`config.mk`:
```
export PLATFORM = sky130hd
export DESIGN_NAME = seq_subtractor
export DESIGN_NICKNAME = d
export VERILOG_FILES = /design/src/rtl/arith_pkg.sv /design/src/rtl/rca.sv /design/src/rtl/seq_subtractor.sv
export SDC_FILE = /design/constraint.sdc
export NUM_CORES = 1
export LEC_CHECK = 0
export CAP_MARGIN = 20
export CORE_ASPECT_RATIO = 0.6
export CORE_MARGIN = 3
export CORE_UTILIZATION = 45
export DETAILED_ROUTE_END_ITERATION = 8
export PLACE_DENSITY = 0.7
export RECOVER_POWER = 100
export SLEW_MARGIN = 20
export SYNTH_ARGS = -nofsm -noshare
export SYNTH_HDL_FRONTEND = slang
export SYNTH_SLANG_ARGS = --single-unit
```
`constraint.sdc`:
```
create_clock -name clk -period 6.44 [get_ports clk]
set_input_delay 0.966 -clock clk [delete_from_list [all_inputs] [get_ports clk]]
set_output_delay 0.966 -clock clk [all_outputs]
set_load 0.005 [all_outputs]
```
`src/rtl/arith_pkg.sv`:
```
`default_nettype none
// ============================================================================
// Module      : arith_pkg
// Description : Shared types and elaboration helpers for the sequential
//               arithmetic blocks (FSM state encoding, width checks).
// Revision    : 1.0 - initial release
// ============================================================================
package arith_pkg;

  // Sequential subtractor control states
  typedef enum logic [1:0] {
    IDLE = 2'd0,
    RUN  = 2'd1,
    DONE = 2'd2
  } sub_state_t;

  // True when the operand width splits into a whole number of chunks
  function automatic bit chk_width(input int width, input int chunk);
    return (chunk > 0) && (chunk <= width) && ((width % chunk) == 0);
  endfunction

endpackage : arith_pkg
`default_nettype wire

```
`src/rtl/rca.sv`:
```
`default_nettype none
// ============================================================================
// Module      : rca
// Description : Ripple-carry adder, s = a + b + cin with carry-out.
// Revision    : 1.0 - initial release
// ============================================================================
module rca #(
  parameter int WIDTH = 4
) (
  input  logic [WIDTH-1:0] a,
  input  logic [WIDTH-1:0] b,
  input  logic             cin,
  output logic [WIDTH-1:0] s,
  output logic             cout
);

  logic [WIDTH:0] w_c;

  assign w_c[0] = cin;

  // One full adder per bit, carry rippling from LSB to MSB
  for (genvar i = 0; i < WIDTH; i++) begin : g_bit
    assign s[i]     = a[i] ^ b[i] ^ w_c[i];
    assign w_c[i+1] = (a[i] & b[i]) | (w_c[i] & (a[i] ^ b[i]));
  end

  assign cout = w_c[WIDTH];

endmodule : rca
`default_nettype wire

```
`src/rtl/seq_subtractor.sv`:
```
`default_nettype none
// ============================================================================
// Module      : seq_subtractor
// Description : Multi-cycle subtractor, {bout, d} = a - b - bin, CHUNK bits
//               per cycle LSB first, borrow carried between cycles. Operands
//               are captured on a start/busy/done handshake.
// Revision    : 1.0 - initial release
// ============================================================================
module seq_subtractor
  import arith_pkg::*;
#(
  parameter int WIDTH = 8,
  parameter int CHUNK = 2
) (
  input  logic             clk,
  input  logic             reset,
  input  logic             start,
  input  logic             bin,
  input  logic [WIDTH-1:0] a,
  input  logic [WIDTH-1:0] b,
  output logic             busy,
  output logic             done,
  output logic [WIDTH-1:0] d,
  output logic             bout
);

  localparam int NCHUNK = WIDTH / CHUNK;
  localparam int CNTW   = $clog2(NCHUNK) + 1;

  localparam logic [CNTW-1:0]  C_LAST = CNTW'(NCHUNK - 1);
  localparam logic [WIDTH-1:0] C_MASK = WIDTH'({CHUNK{1'b1}});

  // Reject operand widths that do not split into whole chunks
  if (!chk_width(WIDTH, CHUNK)) begin : g_bad_width
    $error("seq_subtractor: WIDTH (%0d) must be a multiple of CHUNK (%0d)", WIDTH, CHUNK);
  end

  sub_state_t       r_state;
  logic [WIDTH-1:0] r_a;
  logic [WIDTH-1:0] r_b;
  logic             r_borrow;
  logic [CNTW-1:0]  r_cnt;
  logic [WIDTH-1:0] r_acc;

  logic [31:0]      w_sh;
  logic [WIDTH-1:0] w_a_sh;
  logic [WIDTH-1:0] w_b_sh;
  logic [CHUNK-1:0] w_a_chunk;
  logic [CHUNK-1:0] w_b_chunk;
  logic [CHUNK-1:0] w_diff;
  logic             w_c;
  logic             w_brw_n;
  logic [WIDTH-1:0] w_acc_next;

  // Bit offset of the chunk handled this cycle
  assign w_sh = 32'(r_cnt) * CHUNK;

  // Select the current chunk of each operand by shifting it down to bit 0
  assign w_a_sh    = r_a >> w_sh;
  assign w_b_sh    = r_b >> w_sh;
  assign w_a_chunk = w_a_sh[CHUNK-1:0];
  assign w_b_chunk = w_b_sh[CHUNK-1:0];

  // a - b - borrow computed as a + ~b + ~borrow; a missing carry means borrow
  rca #(CHUNK) u_rca (
    .a    (w_a_chunk),
    .b    (~w_b_chunk),
    .cin  (~r_borrow),
    .s    (w_diff),
    .cout (w_c)
  );

  assign w_brw_n = ~w_c;

  // Accumulator with this cycle's chunk merged in at its bit position
  assign w_acc_next = (r_acc & ~(C_MASK << w_sh)) | (WIDTH'(w_diff) << w_sh);

  // Control FSM, operand/borrow/accumulator registers and registered outputs
  always_ff @(posedge clk or posedge reset) begin
    if (reset) begin
      r_state  <= IDLE;
      r_a      <= '0;
      r_b      <= '0;
      r_borrow <= 1'b0;
      r_cnt    <= '0;
      r_acc    <= '0;
      busy     <= 1'b0;
      done     <= 1'b0;
      d        <= '0;
      bout     <= 1'b0;
    end else begin
      done <= 1'b0;
      case (r_state)
        // DONE accepts a new start exactly like IDLE, giving back-to-back ops
        IDLE, DONE: begin
          if (start) begin
            r_a      <= a;
            r_b      <= b;
            r_borrow <= bin;
            r_cnt    <= '0;
            busy     <= 1'b1;
            r_state  <= RUN;
          end else begin
            busy    <= 1'b0;
            r_state <= IDLE;
          end
        end
        // One chunk per cycle; results are published only after the last one
        RUN: begin
          r_acc    <= w_acc_next;
          r_borrow <= w_brw_n;
          r_cnt    <= r_cnt + CNTW'(1);
          if (r_cnt == C_LAST) begin
            d       <= w_acc_next;
            bout    <= w_brw_n;
            done    <= 1'b1;
            busy    <= 1'b0;
            r_state <= DONE;
          end
        end
        default: begin
          busy    <= 1'b0;
          r_state <= IDLE;
        end
      endcase
    end
  end

endmodule : seq_subtractor
`default_nettype wire

```
# Yosys cells after proc, flatten, opt, wreduce, memory -nomap -nowiden
# Cells that the tools add are included.
# totals
ff_bits,41
latch_bits,0
mem_bits_rw,0
rom_bits,0
input_bits,20
out_inout_bits,11
word_cells,54
n_memories,0
# op_classes
n_addsub,1
n_mul,0
n_div,0
n_lt_le_gt_ge,0
eq_ne,5
n_shift,4
muxes,12
n_bitwise,16
n_reduce_logical,6
# op_table
op,count
right shift 8 x 4 -> 2 bit,2
AND 8 bit,1
inverter 8 bit,1
OR 8 bit,1
<< shifter 2 x 4 -> 8 bit,1
"<< shifter 2 x 4 -> 8 bit, first input constant",1
two-way mux 1 bit,6
case mux 3 bit (2 select lines),1
AND reduction 2 bit,3
AND 1 bit,4
"inequality test 2 bit, second input constant",2
case mux 1 bit (2 select lines),2
case mux 2 bit (2 select lines),1
XOR 1 bit,4
"adder 3 x 1 -> 3 bit, second input constant",1
"equality test 3 x 2 -> 1 bit, second input constant",1
two-way mux 3 bit,1
"equality test 2 x 1 -> 1 bit, second input constant",1
"equality test 2 bit, second input constant",1
zero test 2 bit,1
two-way mux 2 bit,1
inverter 1 bit,2
inverter 2 bit,1
OR 1 bit,2
other kinds (2),2

# Longest topological paths before layout
# Gate-level depths: netlist of the first run.
# depth
depth_word,9
mapped_depth,9
ltp_nobuf,8

# Hierarchy
# Synthesis of the first run repeated with hierarchy kept, for this count alone.
# unflattened
hier_cells,182
area_unflattened_um2,1775.5
# modules_own_cells
module,n_inst,cells_each,area_per_inst_um2,seq_area_each_um2
seq_subtractor,1,172,1705.4,950.9
rca,1,10,70.1,0.0

# Worst setup path before layout of the first run
# No wires, ideal clock.
# synth_timing
kind,flip-flop to flip-flop
start,register r_cnt[1]
end,register r_acc[3]
setup_ps,83
arrival_ps,2276
setup_slack_ps,4081
stages_incl_launch_ff,9
path_buffers,0
synth_period_minus_slack_ps,2359
path_cell_list,dfrtp_1 mux4_1 and2_1 fa_1 inv_1 fa_1 nor2_1 a22oi_1 o21ai_0
# synth_via
elab_chain_len,8
elab_cells_between_ends,14
# synth_rtl
element,line,rtl
"start, declared",seq_subtractor.sv:42,logic [CNTW-1:0] r_cnt;
"start signal, assigned",seq_subtractor.sv:112,r_cnt <= r_cnt + CNTW'(1);
right shift 8 x 4 -> 2 bit,seq_subtractor.sv:60,assign w_b_sh = r_b >> w_sh;
inverter 2 bit,seq_subtractor.sv:67,".b (~w_b_chunk),"
XOR 1 bit,rca.sv:24,assign w_c[i+1] = (a[i] & b[i]) | (w_c[i] & (a[i] ^ b[i]));
AND 1 bit,rca.sv:24,
OR 1 bit,rca.sv:24,
XOR 1 bit,rca.sv:23,assign s[i] = a[i] ^ b[i] ^ w_c[i];
<< shifter 2 x 4 -> 8 bit,seq_subtractor.sv:76,assign w_acc_next = (r_acc & ~(C_MASK << w_sh)) | (WIDTH'(w_diff) << w_sh);
OR 8 bit *,seq_subtractor.sv:76,
"end signal, assigned",seq_subtractor.sv:110,r_acc <= w_acc_next;
"end, declared",seq_subtractor.sv:43,logic [WIDTH-1:0] r_acc;
# Every way passes the cells marked *; elsewhere a longest branch is shown, timed or not.
# A chain may end at the register's enable or synchronous reset.

# Worst setup path after layout of the first run
# layout_timing
start,input port start
end,register r_b[0]
# layout_via
elab_chain_len,1
# layout_rtl
element,line,rtl
"start, declared",seq_subtractor.sv:17,"input logic start,"
AND reduction 2 bit (no line),--,
"end signal, assigned",seq_subtractor.sv:83,r_b <= '0;
"end signal, assigned",seq_subtractor.sv:98,r_b <= b;
"end, declared",seq_subtractor.sv:40,logic [WIDTH-1:0] r_b;
# Every way passes these cells.

==> results by group, run 1 <==
Global routing
  – Gr usage total: 16.52%
  – Vias in the first global route: 1225
  – Initial antenna violation count: 0
  – First-pass GRT wire length: 5761 microns
  – Grt ovf: 0
  – Largest net degree at the start of global routing: 39

Synthesis
  – Mapped Avg Cell Area: 12.44 sq um
  – FF+latch count, synth: 38
  – Netlist cell types: 24
  – Syn Inst Count: 142
  – Mapped cell area: 1767 sq um
  – Yosys warns: 0
  – Mapped Nets: 169
  – Post-synthesis sequential area ratio: 53.82%

Hold path
  – Hold Crit Class: reg2reg

Critical path
  – CP max stage cell: nor2b_1
  – Crit Path Max Fanout: 18
  – R2R cell count: 8
  – Critical path arrival: 3140 ps
  – Worst r2r src: r_cnt[1]$_DFFE_PP0P_
  – CP startpoint: start
  – Req. time, crit path: 6610 ps
  – Crit path kind: in2reg
  – Worst reg2reg path endpoint: r_acc[1]$_DFFE_PP0P_
  – Critical Path Source Type: primary input
  – CP Capture Type: flop
  – Critical Path Max Stage Delay: 1180 ps
  – CP cell instances: dlygate4sd3_1 > nor2b_1 > mux2_2
  – Worst Setup EP: r_b[0]$_DFFE_PP0P_
  – R2R setup slack: 3600 ps

Placement
  – Post-DP HPWL: 2362 microns
  – Gpl congestion: 0.8171
  – Input/output buffers: 30
  – DP Cell Count: 210
  – Area post-placement: 2074 sq um

STA
  – Setup-failing EPs final: 0
  – Count of final hold-check violations: 0
  – Clock skew: 4.966 ps
  – Tcrit/Tclk final: 46.05%
  – Slew Viols, Final: 58
  – RSZ-0062 raised after global routing: false
  – Least-Margin Pin Slew: 1973 ps
  – Max Clk Rate: 337.2 MHz
  – Fin crit period: 2966 ps
  – TNS Setup: 0 ps
  – Slew HR: -31.51%

Floorplanning
  – Initial cell density of the core: 50.43%
  – # rows: 16
  – Die Width: 86.89 microns
  – Top Ports: 31
  – Die area: 4739 sq um
  – Die H: 54.54 microns
  – Core Area: 3503 sq um

Flow run
  – Max Cap Viol: 2

Detailed routing
  – Routed WL: 3233 microns
  – Via Count: 1147
  – Drt first-iter violations: 74
  – Pre-Repair DR Iteration Count: 4
  – DRT antenna net count: 0
  – Via density: 5.286
  – Avg WL per Cell: 14.90 microns
  – DRC viols: 0

Clock network
  – Setup repair bufs after CTS: 0
  – Deepest clock path buffer count: 2
  – Number of CTS-inserted buffers: 5
  – TritonCTS Sinks: 38
  – CTS tree: yes
  – Clock Latency Late Sink: 290 ps
  – Root buffer cell: clkbuf_8
  – # H-tree levels: 2
  – Post-CTS sizing: 0
  – CTS clk-pin slew, worst paths: 70 ps
  – Cts hold-fix bufs: 0

Cells and area
  – Register Area: 950.9 sq um
  – Post-route cell area: 2181 sq um
  – Core Util, Final: 62.25%
  – Area of the multi-input gates: 723.2 sq um
  – Post-Layout Cell Count: 217
  – Nets: 199
  – N_diodes: 0
  – Area delta synth->final: 23.44%
  – Number of fill cells: 267
  – Share of cells above drive strength 1: 14.53%

Power and ir drop
  – Total power: 1128 uW
  – Leakage: 0.0009790 uW
  – Pwr dens: 517.2 nW/um^2
  – Worst vdd ir: 0.0002409 V

Run status
  – Status: complete, but fails checks
  – Failing checks: max-capacitance violations, max-slew violations
==> Yosys cell counts <==
cell type  count  area (sq um)
nor2b_2        1         8.760
a22oi_1        4         30.03
mux2_2        17         191.4
a32oi_1        2         17.52
clkbuf_1       2         7.510
dfrtp_1       38         950.9
nor2_1         4         15.01
mux4_1         3         78.83
fa_1           2         40.04
buf_2          3         15.01
o21ai_0       15         75.07
mux4_2         1         22.52
nand3_1        1         5.000
nand3b_1       2         15.01
buf_6          3         33.78
inv_1          9         33.78
nor2b_1        3         18.77
mux2i_1        1         10.01
nand2_1       15         56.30
ha_1           5         62.56
nand2b_1       5         31.28
a22o_1         3         26.28
and2_1         2         12.51
o2bb2ai_1      1         8.760
==> where the power goes <==
part	internal [uW]	leakage [uW]	switching, uW
registers	352	0.000467	81.7
clock network	124	0.0000573	79.5
logic	257	0.000454	234
==> how the worst min path moves through the flow <==
stage | start | end | slack (ps) | cells past startpoint
2_1_floorplan | r_acc[1]$_DFFE_PP0P_ | r_acc[1]$_DFFE_PP0P_ | 450 | 2
3_3_place_gp | d[2]$_DFFE_PP0P_ | d[2]$_DFFE_PP0P_ | 460 | 2
3_5_place_dp | d[3]$_DFFE_PP0P_ | d[3]$_DFFE_PP0P_ | 470 | 2
4_1_cts | d[3]$_DFFE_PP0P_ | d[3]$_DFFE_PP0P_ | 490 | 2
5_1_grt | d[0]$_DFFE_PP0P_ | d[0]$_DFFE_PP0P_ | 510 | 2
6_report | d[3]$_DFFE_PP0P_ | d[3]$_DFFE_PP0P_ | 480 | 2
==> flip-flops by register name, indices dropped and copies added, names as in the netlist <==
signal    count
bout          1
busy          1
d             8
done          1
r_a           8
r_acc         6
r_b           8
r_borrow      1
r_cnt         3
r_state       1
==> worst max-delay path, delay by kind of cell <==
family        cells  cell delay (ps)
simple gates      1             1180
mux               1              430
buf+inv           1              550
==> through the flow <==
| step | hold slack (ps) | worst slack [ps] |
|---|---|---|
| finish | 481.5 | 3474 |
| CTS | 490.3 | 3594 |
| global placement | 464.3 | 3714 |
| detailed placement | 473.7 | 3602 |
| floorplan | 450.2 | 4081 |
| global route | 514.9 | 2953 |
==> cell type report <==
cell class / count / share of cell area (%)
clock buffers: 6 / 3.787
multi-input cells: 87 / 33.16
well taps: 45 / 2.582
repair buffers: 31 / 13.94
flip-flops and latches: 38 / 43.60
clock inverters: 1 / 1.377
inverters: 9 / 1.549
==> layer usage <==
metal	track usage (%)	wire length [microns]	vias up
met5	0	0	-
met4	8.031	56	0
met3	4.812	169	8
met2	24.18	1358	27
met1	22.69	1648	567
li1	-	-	545
==> cells in the final DEF, fill, tap and decap left out <==
cell / netlist / routed
dfrtp_1: 38 / 38
mux2_2: 17 / 17
clkdlybuf4s50_1: 0 / 17
o21ai_0: 15 / 15
nand2_1: 15 / 15
dlygate4sd3_1: 0 / 13
inv_1: 9 / 9
clkbuf_8: 0 / 6
nand2b_1: 5 / 5
ha_1: 5 / 5
nor2_1: 4 / 4
nor2b_1: 3 / 4
a22oi_1: 4 / 4
a22o_1: 3 / 3
mux4_1: 3 / 3
nand3b_1: 2 / 2
a32oi_1: 2 / 2
fa_1: 2 / 2
nand3_1: 1 / 1
o2bb2ai_1: 1 / 1
mux2i_1: 1 / 1
mux4_2: 1 / 1
and2_1: 2 / 1
and2_0: 0 / 1
bufinv_16: 0 / 1
clkbuf_1: 2 / 1
==> logic make-up after synthesis <==
group,count (synthesis),synth area share (%)
buffers and inverters,17,5.099
AOI/OAI and AO/OA,25,8.924
adders and majority gates,7,5.807
DFF,38,53.82
muxes,22,17.14
and+or+nand+nor,33,9.206
(Power assumes the default switching activity.)
==> inputs of run 2 (changes only) <==
clock period = 3 ns   (was 6.44 ns; I/O delays follow)
==> results by group, run 2 (same netlist as run 1, synthesis figures left out) <==
Cells and area
  – Share of cells above drive strength 1: 15.03%
  – Biggest regs: d x8, r_a x8, r_b x8
  – Register Area: 950.9 sq um
  – Most frequent cells in the layout: 38 x dfrtp_1, 18 x clkdlybuf4s50_1, 17 x mux2_2
  – Nets: 201
  – N_diodes: 0
  – Area of the multi-input gates: 725.7 sq um
  – Most common cell after layout, fill and taps aside: dfrtp_1
  – Number of fill cells: 272
  – Area delta synth->final: 22.52%

Detailed routing
  – Pre-Repair DR Iteration Count: 4
  – Drt first-iter violations: 33
  – DRC viols: 0
  – Avg WL per Cell: 14.74 microns
  – Via Count: 1153
  – DRT antenna net count: 0
  – Via density: 5.289
  – Routed WL: 3213 microns

Clock network
  – CTS tree: yes
  – Setup repair bufs after CTS: 0
  – Cts hold-fix bufs: 0
  – Deepest clock path buffer count: 2
  – # H-tree levels: 2
  – CTS clk-pin slew, worst paths: 60 ps
  – Clock Latency Late Sink: 280 ps
  – Number of CTS-inserted buffers: 5
  – Root buffer cell: clkbuf_8
  – TritonCTS Sinks: 38
  – Post-CTS sizing: 0

Placement
  – Post-Place Setup Slack: 432.2 ps
  – Post-DP HPWL: 2415 microns
  – Input/output buffers: 30
  – Gpl congestion: 0.7826

Critical path
  – Crit Path Max Fanout: 12
  – Critical path arrival: 2730 ps
  – R2R setup slack: 400 ps
  – CP Capture Type: flop
  – Critical Path Source Type: flop
  – Req. time, crit path: 3130 ps
  – Crit path kind: reg2reg

Global routing
  – Gr usage total: 15.70%
  – First-pass GRT wire length: 5430 microns
  – Largest net degree at the start of global routing: 39
  – Grt ovf: 0
  – Initial antenna violation count: 0
  – Vias in the first global route: 1170

Power and ir drop
  – Pwr dens: 1082 nW/um^2
  – Psw: 845.3 uW
  – Sw Share: 36.10%
  – Cell Int Power: 1496 uW
  – Worst vdd ir: 0.0005744 V
  – Clock power share: 14.2%
  – Leakage: 0.0009718 uW
  – Total power: 2342 uW
  – Flop pwr share: 39.0%
  – Gate power share: 46.8%

STA
  – Setup-failing EPs final: 0
  – Worst Setup Slack, final: 399.4 ps
  – TNS Setup: 0 ps
  – Slew HR: -30.56%
  – Max Clk Rate: 384.5 MHz
  – Tcrit/Tclk final: 86.69%
  – Least-Margin Pin Slew: 1958 ps
  – Fin crit period: 2601 ps
  – Count of final hold-check violations: 0
  – RSZ-0062 raised after global routing: false
  – Slew Viols, Final: 39
  – Clock skew: 2.396 ps

Floorplanning
  – Initial cell density of the core: 50.43%
  – # rows: 16
  – Core Area: 3503 sq um
  – Die Width: 86.89 microns
  – Top Ports: 31
  – Die area: 4739 sq um
  – Die H: 54.54 microns

Hold path
  – Hold Crit Class: reg2reg

Run status
  – Status: complete, but fails checks
  – Failing checks: max-capacitance violations, max-slew violations

Flow run
  – Max Cap Viol: 1
[run 2: critical path: stages (launching register included)]
cell     delay, ps
dfrtp_1        600
mux4_1         620
nand2_1        100
fa_1           160
inv_1           50
fa_1           500
inv_1           70
a32oi_1        230
o21ai_0        120
[run 2: layout make-up]
cell class	instances	share of cell area (%)
inverter	9	1.561
timing repair buffer	33	14.57
sequential	38	43.93
multi-input combinational	87	33.53
clock buffer	6	3.815
tap	45	2.601
[run 2: per-stage QoR]
stage          utilization (%)  cell area [sq um]  instances  hold WS [ps]
2_1_floorplan                -               1767        142         450.2
3_3_place_gp             59.64               2090        212         465.5
3_5_place_dp             59.64               2090        212         472.9
4_1_cts                  62.00               2172        218         487.9
5_1_grt                  61.79               2165        218         514.2
6_report                 61.79               2165        218         471.5
[run 2: power by group through the flow]
stage          combinational [uW]  clock [uW]  sequential (uW)
2_1_floorplan                 828           0              871
3_3_place_gp                 1080           0              921
3_5_place_dp                 1130           0              923
4_1_cts                      1130         346              918
5_1_grt                      1230         362              944
6_report                     1100         333              913
[run 2: final timing paths]
path	cells past startpoint	startpoint	to
min in group asynchronous	3	reset	r_b[0]$_DFFE_PP0P_
max in group asynchronous	3	reset	r_a[7]$_DFFE_PP0P_
worst max-delay path	8	r_cnt[0]$_DFFE_PP0P_	d[5]$_DFFE_PP0P_
worst max register to register	8	r_cnt[0]$_DFFE_PP0P_	d[5]$_DFFE_PP0P_
worst min register to register	2	d[4]$_DFFE_PP0P_	d[4]$_DFFE_PP0P_
worst min-delay path	2	d[4]$_DFFE_PP0P_	d[4]$_DFFE_PP0P_
[run 2: metal layers]
layer | wire length, microns | share of wire (%) | vias up | track usage [%]
met1 | 1695 | 53 | 561 | 22.67
met3 | 184 | 5.7 | 7 | 5.113
met4 | 40 | 1.2 | 0 | 6.218
met2 | 1292 | 40 | 32 | 21.79
li1 | - | - | 553 | -
met5 | 0 | 0 | - | 0
